--- config.mk ---
export PLATFORM = sky130hd
export DESIGN_NAME = rob_commit_ctrl_flat
export DESIGN_NICKNAME = d
export VERILOG_FILES = /design/src/rtl/rob_commit_ctrl_if.sv /design/src/rtl/rob_commit_ctrl.sv /design/src/flat_wrapper.sv
export SDC_FILE = /design/constraint.sdc
export NUM_CORES = 1
export LEC_CHECK = 0
export CELL_PAD_IN_SITES_DETAIL_PLACEMENT = 0
export CELL_PAD_IN_SITES_GLOBAL_PLACEMENT = 2
export CORE_UTILIZATION = 35
export CTS_CLUSTER_DIAMETER = 30
export DETAILED_ROUTE_END_ITERATION = 16
export DONT_BUFFER_PORTS = 1
export HOLD_SLACK_MARGIN = 0.03
export PLACE_DENSITY = 0.82
export SYNTH_ARGS = -nofsm -noshare
export SYNTH_HDL_FRONTEND = slang
export SYNTH_SLANG_ARGS = --single-unit
--- constraint.sdc ---
create_clock -name clock -period 3 [get_ports clock]
set_input_delay 0.9 -clock clock [delete_from_list [all_inputs] [get_ports clock]]
set_output_delay 0.9 -clock clock [all_outputs]
set_load 0.03 [all_outputs]
--- src/rtl/rob_commit_ctrl_if.sv ---
// -----------------------------------------------------------------------------
// rob_commit_pkg / rob_commit_ctrl_if
//
// Purpose:
//   Shared types for the commit sequencer, plus the interface that groups the
//   ROB-head, register-file, memory-store and status signals of
//   rob_commit_ctrl.
//
// Port summary (interface signals):
//   head_entry    ROB head entry (valid, wr_mem, dest_reg, value, dest_addr)
//   head_ready    head result / store operands complete
//   head_tag      ROB tag of the head
//   commit_pop    ROB frees the head at this posedge
//   rf_wr_en/idx/data/tag   register file write port
//   mem_req/addr/data       store write request
//   mem_ack       memory accepted the store this cycle
//   commit_count  retired-instruction counter
//   store_timeout sticky store-wait timeout flag
//
// Modports:
//   master : the commit controller (drives commit, rf and memory requests)
//   slave  : the surrounding ROB / register file / memory environment
// -----------------------------------------------------------------------------
package rob_commit_pkg;

    localparam int XLEN        = 32;
    localparam int ROB_TAG_LEN = 5;

    typedef struct packed {
        logic            valid;
        logic            wr_mem;
        logic [4:0]      dest_reg;
        logic [XLEN-1:0] value;
        logic [XLEN-1:0] dest_addr;
    } rob_entry_t;

endpackage

interface rob_commit_ctrl_if;

    rob_commit_pkg::rob_entry_t                      head_entry;
    logic                                            head_ready;
    logic [rob_commit_pkg::ROB_TAG_LEN-1:0]          head_tag;

    logic                                            commit_pop;

    logic                                            rf_wr_en;
    logic [4:0]                                      rf_wr_idx;
    logic [rob_commit_pkg::XLEN-1:0]                 rf_wr_data;
    logic [rob_commit_pkg::ROB_TAG_LEN-1:0]          rf_wr_tag;

    logic                                            mem_req;
    logic [rob_commit_pkg::XLEN-1:0]                 mem_addr;
    logic [rob_commit_pkg::XLEN-1:0]                 mem_data;
    logic                                            mem_ack;

    logic [31:0]                                     commit_count;
    logic                                            store_timeout;

    modport master (
        input  head_entry, head_ready, head_tag, mem_ack,
        output commit_pop,
        output rf_wr_en, rf_wr_idx, rf_wr_data, rf_wr_tag,
        output mem_req, mem_addr, mem_data,
        output commit_count, store_timeout
    );

    modport slave (
        output head_entry, head_ready, head_tag, mem_ack,
        input  commit_pop,
        input  rf_wr_en, rf_wr_idx, rf_wr_data, rf_wr_tag,
        input  mem_req, mem_addr, mem_data,
        input  commit_count, store_timeout
    );

endinterface

--- src/rtl/rob_commit_ctrl.sv ---
// -----------------------------------------------------------------------------
// rob_commit_ctrl
//
// Purpose:
//   Commit sequencer between the ROB head and architectural state. A ready,
//   valid non-store head retires in the same cycle by writing the register
//   file (x0 destinations pop without writing). A ready store head is latched
//   and retired through a single memory write handshake; the ROB head is
//   popped in the cycle memory acknowledges it. A 32-bit retired counter and a
//   sticky store-timeout flag are maintained.
//
// Ports:
//   clock  : system clock, all state on posedge
//   reset  : asynchronous active-low reset
//   bus    : rob_commit_ctrl_if.master (head, register file, memory, status)
//
// Parameters:
//   MAX_STORE_WAIT : un-acked store cycles before store_timeout sets (>= 1)
// -----------------------------------------------------------------------------
module rob_commit_ctrl #(
    parameter int MAX_STORE_WAIT = 15
) (
    input  logic               clock,
    input  logic               reset,
    rob_commit_ctrl_if.master  bus
);

    import rob_commit_pkg::*;

    // Counter wide enough to hold MAX_STORE_WAIT; saturates there.
    localparam int            CW       = (MAX_STORE_WAIT < 1) ? 1 : $clog2(MAX_STORE_WAIT + 1);
    localparam logic [CW-1:0] WAIT_MAX = CW'((MAX_STORE_WAIT < 1) ? 1 : MAX_STORE_WAIT);

    typedef enum logic [0:0] {
        S_RUN   = 1'b0,
        S_STORE = 1'b1
    } state_t;

    state_t                 state_q, state_d;
    logic [CW-1:0]          wait_cnt_q, wait_cnt_d;
    logic [XLEN-1:0]        addr_q, addr_d;
    logic [XLEN-1:0]        data_q, data_d;
    logic [31:0]            count_q, count_d;
    logic                   timeout_q, timeout_d;

    logic                   head_go_s;
    logic                   commit_pop_s;
    logic                   rf_wr_en_s;
    logic [4:0]             rf_wr_idx_s;
    logic [XLEN-1:0]        rf_wr_data_s;
    logic [ROB_TAG_LEN-1:0] rf_wr_tag_s;
    logic                   mem_req_s;
    logic [XLEN-1:0]        mem_addr_s;
    logic [XLEN-1:0]        mem_data_s;

    // Next-state and Mealy output decode for the commit FSM.
    always_comb begin
        state_d      = state_q;
        wait_cnt_d   = wait_cnt_q;
        addr_d       = addr_q;
        data_d       = data_q;
        commit_pop_s = 1'b0;
        rf_wr_en_s   = 1'b0;
        rf_wr_idx_s  = 5'd0;
        rf_wr_data_s = {XLEN{1'b0}};
        rf_wr_tag_s  = {ROB_TAG_LEN{1'b0}};
        mem_req_s    = 1'b0;
        mem_addr_s   = {XLEN{1'b0}};
        mem_data_s   = {XLEN{1'b0}};
        head_go_s    = bus.head_entry.valid & bus.head_ready;

        case (state_q)
            S_RUN: begin
                rf_wr_idx_s  = bus.head_entry.dest_reg;
                rf_wr_data_s = bus.head_entry.value;
                rf_wr_tag_s  = bus.head_tag;
                if (head_go_s && !bus.head_entry.wr_mem) begin
                    // Register commit retires in the same cycle; x0 pops silently.
                    commit_pop_s = 1'b1;
                    rf_wr_en_s   = (bus.head_entry.dest_reg != 5'd0);
                end else if (head_go_s && bus.head_entry.wr_mem) begin
                    // Capture store operands so the head may change while waiting.
                    addr_d     = bus.head_entry.dest_addr;
                    data_d     = bus.head_entry.value;
                    wait_cnt_d = {CW{1'b0}};
                    state_d    = S_STORE;
                end else begin
                    state_d = S_RUN;
                end
            end

            S_STORE: begin
                mem_req_s  = 1'b1;
                mem_addr_s = addr_q;
                mem_data_s = data_q;
                if (bus.mem_ack) begin
                    commit_pop_s = 1'b1;
                    state_d      = S_RUN;
                end else if (wait_cnt_q != WAIT_MAX) begin
                    wait_cnt_d = wait_cnt_q + CW'(1);
                end else begin
                    wait_cnt_d = wait_cnt_q;
                end
            end

            default: begin
                state_d = S_RUN;
            end
        endcase

        count_d = count_q + {31'd0, commit_pop_s};

        // Flag rises on the edge where the counter lands on the limit; sticky.
        if ((state_q == S_STORE) && (wait_cnt_d == WAIT_MAX)) begin
            timeout_d = 1'b1;
        end else begin
            timeout_d = timeout_q;
        end
    end

    // State, operand latches, retired counter and timeout flag.
    always_ff @(posedge clock or negedge reset) begin
        if (!reset) begin
            state_q    <= S_RUN;
            wait_cnt_q <= {CW{1'b0}};
            addr_q     <= {XLEN{1'b0}};
            data_q     <= {XLEN{1'b0}};
            count_q    <= 32'd0;
            timeout_q  <= 1'b0;
        end else begin
            state_q    <= state_d;
            wait_cnt_q <= wait_cnt_d;
            addr_q     <= addr_d;
            data_q     <= data_d;
            count_q    <= count_d;
            timeout_q  <= timeout_d;
        end
    end

    assign bus.commit_pop    = commit_pop_s;
    assign bus.rf_wr_en      = rf_wr_en_s;
    assign bus.rf_wr_idx     = rf_wr_idx_s;
    assign bus.rf_wr_data    = rf_wr_data_s;
    assign bus.rf_wr_tag     = rf_wr_tag_s;
    assign bus.mem_req       = mem_req_s;
    assign bus.mem_addr      = mem_addr_s;
    assign bus.mem_data      = mem_data_s;
    assign bus.commit_count  = count_q;
    assign bus.store_timeout = timeout_q;

endmodule

--- src/flat_wrapper.sv ---
// flat-port wrapper written by rule: the top's interface ports become plain ports
module rob_commit_ctrl_flat import rob_commit_pkg::*;
#(
    parameter int MAX_STORE_WAIT = 15
)
  (clock, reset, bus_head_entry, bus_head_ready, bus_head_tag, bus_mem_ack, bus_commit_pop, bus_rf_wr_en, bus_rf_wr_idx, bus_rf_wr_data, bus_rf_wr_tag, bus_mem_req, bus_mem_addr, bus_mem_data, bus_commit_count, bus_store_timeout);
  rob_commit_ctrl_if bus_i ();
  input  logic clock;
  input  logic reset;
  input wire logic [$bits(bus_i.head_entry)-1:0] bus_head_entry;
  input wire logic [$bits(bus_i.head_ready)-1:0] bus_head_ready;
  input wire logic [$bits(bus_i.head_tag)-1:0] bus_head_tag;
  input wire logic [$bits(bus_i.mem_ack)-1:0] bus_mem_ack;
  output wire logic [$bits(bus_i.commit_pop)-1:0] bus_commit_pop;
  output wire logic [$bits(bus_i.rf_wr_en)-1:0] bus_rf_wr_en;
  output wire logic [$bits(bus_i.rf_wr_idx)-1:0] bus_rf_wr_idx;
  output wire logic [$bits(bus_i.rf_wr_data)-1:0] bus_rf_wr_data;
  output wire logic [$bits(bus_i.rf_wr_tag)-1:0] bus_rf_wr_tag;
  output wire logic [$bits(bus_i.mem_req)-1:0] bus_mem_req;
  output wire logic [$bits(bus_i.mem_addr)-1:0] bus_mem_addr;
  output wire logic [$bits(bus_i.mem_data)-1:0] bus_mem_data;
  output wire logic [$bits(bus_i.commit_count)-1:0] bus_commit_count;
  output wire logic [$bits(bus_i.store_timeout)-1:0] bus_store_timeout;
  assign bus_i.head_entry = bus_head_entry;
  assign bus_i.head_ready = bus_head_ready;
  assign bus_i.head_tag = bus_head_tag;
  assign bus_i.mem_ack = bus_mem_ack;
  assign bus_commit_pop = bus_i.commit_pop;
  assign bus_rf_wr_en = bus_i.rf_wr_en;
  assign bus_rf_wr_idx = bus_i.rf_wr_idx;
  assign bus_rf_wr_data = bus_i.rf_wr_data;
  assign bus_rf_wr_tag = bus_i.rf_wr_tag;
  assign bus_mem_req = bus_i.mem_req;
  assign bus_mem_addr = bus_i.mem_addr;
  assign bus_mem_data = bus_i.mem_data;
  assign bus_commit_count = bus_i.commit_count;
  assign bus_store_timeout = bus_i.store_timeout;
  rob_commit_ctrl #(.MAX_STORE_WAIT(MAX_STORE_WAIT)) u_core (.clock(clock), .reset(reset), .bus(bus_i));
endmodule
* Word-level counts from Yosys, hierarchy flattened
Index checks and enable logic that the tools add are counted.
** Operators by class
- Add/sub/neg operators :: 2
- Eq/ne operators :: 2
- Muxes and demuxes :: 20
- Bitwise operators :: 3
- Reductions and logical operators :: 6
** Operators by type and width (number)
- 32-bit 2-to-1 mux :: 3
- 32-bit by 1-bit adder with 32-bit output :: 1
- 4-bit 2-to-1 mux :: 4
- 5-bit 2-to-1 mux :: 2
- 1-bit 2-to-1 mux :: 8
- 4-bit case mux with 2 select lines :: 1
- 5-bit nonzero test :: 1
- 4-bit by 1-bit adder with 4-bit output (second input constant) :: 1
- 4-bit equality test (second input constant) :: 1
- 4-bit != test (second input constant) :: 1
- 1-bit case mux with 2 select lines :: 2
- 1-bit logical AND :: 3
- 3-bit AND reduction :: 1
- 1-bit inverter :: 2
- 1-bit bitwise AND :: 1
- 1-bit logical NOT :: 1
** Word-level totals
- Register bits :: 102
- Input port bits :: 80
- Output and inout port bits :: 142

* Logic depth before layout (Yosys ltp)
- Depth after elaboration :: 7
- Gate-level depth with buffers :: 12
- Gate-level depth less buffers :: 8

* Worst setup path after synthesis
No wires, ideal clock.
- Kind :: input to register
- Start point :: input port bus_head_entry[70]
- End point :: register u_core.count_q[28], in the netlist u_core.bus.commit_count[28]
- Setup time :: 0.080 ns
- Data arrival time :: 3.312 ns
- Data required time :: 2.920 ns
- Setup slack :: -0.392 ns
- Stages on the path :: 9
- Cells stage by stage :: nand2_1 -> o31ai_1 -> ha_1 -> ha_1 -> and4_1 -> buf_2 -> nand4_1 -> nor4_2 -> xor2_1
** Between the ends
- Longest elaborated chain between the ends :: 5
** RTL lines
- from (decl) :: RTL line flat_wrapper.sv:10 : input wire logic [$bits(bus_i.head_entry)-1:0] bus_head_entry;
- 1-bit bitwise AND :: RTL line rob_commit_ctrl.sv:70 : head_go_s = bus.head_entry.valid & bus.head_ready;
- 1-bit logical AND :: RTL line rob_commit_ctrl.sv:77 : if (head_go_s && !bus.head_entry.wr_mem) begin
- 1-bit 2-to-1 mux :: RTL line rob_commit_ctrl.sv:77
- 1-bit case mux with 2 select lines :: RTL line rob_commit_ctrl.sv:72 : case (state_q)
- net bus_commit_pop :: RTL line flat_wrapper.sv:14 : output wire logic [$bits(bus_i.commit_pop)-1:0] bus_commit_pop;
- 32-bit by 1-bit adder with 32-bit output :: RTL line rob_commit_ctrl.sv:111 : count_d = count_q + {31'd0, commit_pop_s};
- net u_core.count_d[28] :: RTL line rob_commit_ctrl.sv:43 : logic [31:0] count_q, count_d;
- to (signal assigned) :: RTL line rob_commit_ctrl.sv:135 : count_q <= count_d;
- to (decl) :: RTL line rob_commit_ctrl.sv:43
The timed path passes the listed nets, and every way through them passes these cells.
A chain may end at the register's enable or synchronous reset.

* Worst setup path in the final report
- Start point :: register u_core.state_q
- End point :: output port bus_rf_wr_data[14]
** Between the ends
- Longest elaborated chain between the ends :: 1
** RTL lines
- from (decl) :: RTL line rob_commit_ctrl.sv:39 : state_t state_q, state_d;
- from (signal assigned) :: RTL line rob_commit_ctrl.sv:131 : state_q <= state_d;
- 32-bit 2-to-1 mux :: RTL line rob_commit_ctrl.sv:72
- to (decl) :: RTL line flat_wrapper.sv:17 : output wire logic [$bits(bus_i.rf_wr_data)-1:0] bus_rf_wr_data;
Every way passes these cells.

==> results.yml <==
run_status:
  status: "complete, no violations"
detailed_routing:
  drc: 0
  wl_um: 11400
  detail-route-antenna-nets: 0
  wl_met2_um: 5670
  drt_iter0_drc: 164
  vias: 3718
  top_layer_used: "met4"
  viasPerCell: 4.96
  wl_met3_um: 750
  met1_length_um: 4800
  wl_per_cell_um: 15.2
  dr.pass1.iters: 4
critical_path:
  cp-start-kind: "flip-flop"
  required_ns: 2.10
  cp_slowest_stage_delay_ns: 0.58
  path_buf_inv: 1
  end_kind: "primary output"
  cp_max_fo: 99
  cp_cell_sequence: "buf_12, nor2b_1"
  crit_family: "flip-flops"
  path_class: "reg -> out"
  cp_slowest_cell: "dfrtp_4"
  crit_arrival_ns: 1.76
clock_network:
  hold_buffers: 0
  cts_tree: "done"
  root_buffer: "clkbuf_16"
  cts.htree.levels: 3
  cts_buffers: 9
  cts_resized: 0
  clock_sinks: 102
  clock_latency_ns: 0.34
  clock_path_buffers: 2
  clk_pin_slew_worst_paths_ns: 0.07
  postCtsSetupRepairBufs: 0
power_and_ir_drop:
  power_density_nw_per_um2: 658
  leakage_nw: 2.76
  max-vdd-ir-drop_mv: 0.258
floorplan:
  rows: 42
  die_y_um: 120
  core_area_um2: 13500
  design.portCount: 222
  die_w_um: 120
  start_util_pct: 36.4
  die-area_um2: 14500
place:
  io_buffers: 0
  pre_cts_ws_ns: 0.298
  place_hpwl_um: 7710
  dp_cells: 733
  gp_congestion: 0.752
timing:
  timing.final.crit_share_pct: 88.6
  fin_ws_ns: 0.341
  hold_slack_ns: 0.245
  maxSlewViolCount: 0
  tns_ns: 0
  hold_violations: 0
  rsz0062_at_grt: "no"
  tightest_slew_ns: 0.602
  finalSetupViolCount: 0
  skew_ns: 0.00733
  post-route-min-period_ns: 2.66
  fmax_mhz: 376
  maxSlewHeadroom_pct: 59.5
cells_and_area:
  final_common_cell: "nand2_1"
  final_cell_mix: "nand2_1, dfrtp_1, and2_1"
  final_core_util_pct: 41.8
  drive_above_1_share_pct: 9.77
  multi_input_area_um2: 2250
  finalNonFillerCells: 749
  regArea_um2: 2560
  synthToLayoutAreaGrowth_pct: 14.7
  n_fill_cell: 1357
  diodes: 0
  nets: 652
global_routing:
  antenna_found_initial: 0
  grt_max_degree: 103
  grt_overflow: 0
  grt_pass1_vias: 3627
  grt_pass1_wl_um: 18300
  grtUsageTotal_pct: 16.0
synth:
  synthesis.area_um2: 4900
  ys_types: 35
  synth.avg_cell_area_um2: 8.84
  seq_area_frac_synth_pct: 52.1
  synth-seq-cells: 102
  yosys_warnings: 0
  synth.net_count: 638
  netlist_instances: 554
min_path:
  hold_class: "in -> async"
run:
  drv_cap: 0
==> metrics by stage <==
step | area [um2] | power (mW)
floorplan | 4910 | 2.30
global placement | 5300 | 2.44
detailed placement | 5300 | 2.46
CTS | 5620 | 3.76
global route | 5620 | 3.91
finish | 5620 | 3.70
==> power by group <==
part	total (mW)	internal [mW]	switching (mW)
clock network	1.27	0.756	0.513
registers	1.80	1.59	0.216
logic	0.625	0.196	0.430
total	3.70	2.54	1.16
==> cell type report <==
type,instances,share of cell area (%)
inverter,4,0.267
multi-input combinational,420,40.0
sequential,102,45.5
timing repair buffer,31,4.59
clock buffer,11,4.32
clock inverter,5,1.47
tap,176,3.92
==> Yosys cell counts <==
| master | number | share of area, % |
|---|---|---|
| nand2_1 | 207 | 16 |
| dfrtp_1 | 102 | 52 |
| and2_1 | 64 | 8.2 |
| nor2b_1 | 43 | 5.5 |
| xnor2_1 | 25 | 4.5 |
| clkbuf_1 | 21 | 1.6 |
| nand3_1 | 14 | 1.4 |
| nand4_1 | 14 | 1.8 |
| and4_1 | 7 | 1.3 |
| buf_1 | 6 | 0.46 |
| xor2_1 | 5 | 0.89 |
| a21oi_1 | 4 | 0.41 |
| and3_1 | 4 | 0.51 |
| ha_1 | 4 | 1.0 |
| inv_1 | 4 | 0.31 |
| nor2_1 | 4 | 0.31 |
| nor3_1 | 4 | 0.41 |
| nor4_1 | 3 | 0.38 |
| nand2b_1 | 2 | 0.26 |
| o21ai_0 | 2 | 0.20 |
| a211oi_1 | 1 | 0.15 |
| a31o_2 | 1 | 0.18 |
| a32oi_1 | 1 | 0.18 |
| and2_2 | 1 | 0.15 |
| and4_2 | 1 | 0.20 |
| buf_2 | 1 | 0.10 |
| mux2i_1 | 1 | 0.20 |
| nand4_2 | 1 | 0.26 |
| nor3b_1 | 1 | 0.15 |
| nor4_2 | 1 | 0.26 |
| o211ai_1 | 1 | 0.15 |
| o31ai_1 | 1 | 0.15 |
| or2_2 | 1 | 0.13 |
| or4_1 | 1 | 0.15 |
| or4_4 | 1 | 0.23 |
==> path summary, 6_finish.rpt <==
check                                              from                                     to  slack [ns]  cells past startpoint
min                                               reset  u_core.bus.commit_count[27]$_DFF_PN0_        0.24                      0
max in group asynchronous                         reset          u_core.addr_q[24]$_DFFE_PN0P_        2.62                      0
min reg2reg                u_core.addr_q[0]$_DFFE_PN0P_           u_core.addr_q[0]$_DFFE_PN0P_        0.47                      2
min in group clock         u_core.addr_q[0]$_DFFE_PN0P_           u_core.addr_q[0]$_DFFE_PN0P_        0.47                      2
max                            u_core.state_q$_DFF_PN0_                     bus_rf_wr_data[14]        0.34                      2
max reg2reg                    u_core.state_q$_DFF_PN0_  u_core.bus.commit_count[28]$_DFF_PN0_        0.61                      7
==> state kept, by name, summed over array words and instances (netlist names) <==
name                      flops
u_core.wait_cnt_q             4
u_core.data_q                32
u_core.bus.store_timeout      1
u_core.state_q                1
u_core.bus.commit_count      32
u_core.addr_q                32
==> routing by layer <==
metal | vias up | track usage [%]
li1 | 1787 | -
met1 | 1791 | 19.3
met2 | 128 | 26.9
met3 | 12 | 4.39
met4 | 0 | 6.79
met5 | - | 0
==> logic make-up after synthesis <==
kind of cell	Yosys count	share of synthesized area, %
XOR/XNOR	30	5.36
flip-flops	102	52.1
buffers and inverters	32	2.48
multiplexers	1	0.204
adder cells (fa/ha/maj)	4	1.02
AO/OA/AOI/OAI	11	1.43
AND/OR/NAND/NOR	374	37.4
Power figures use the tool's default switching activity.
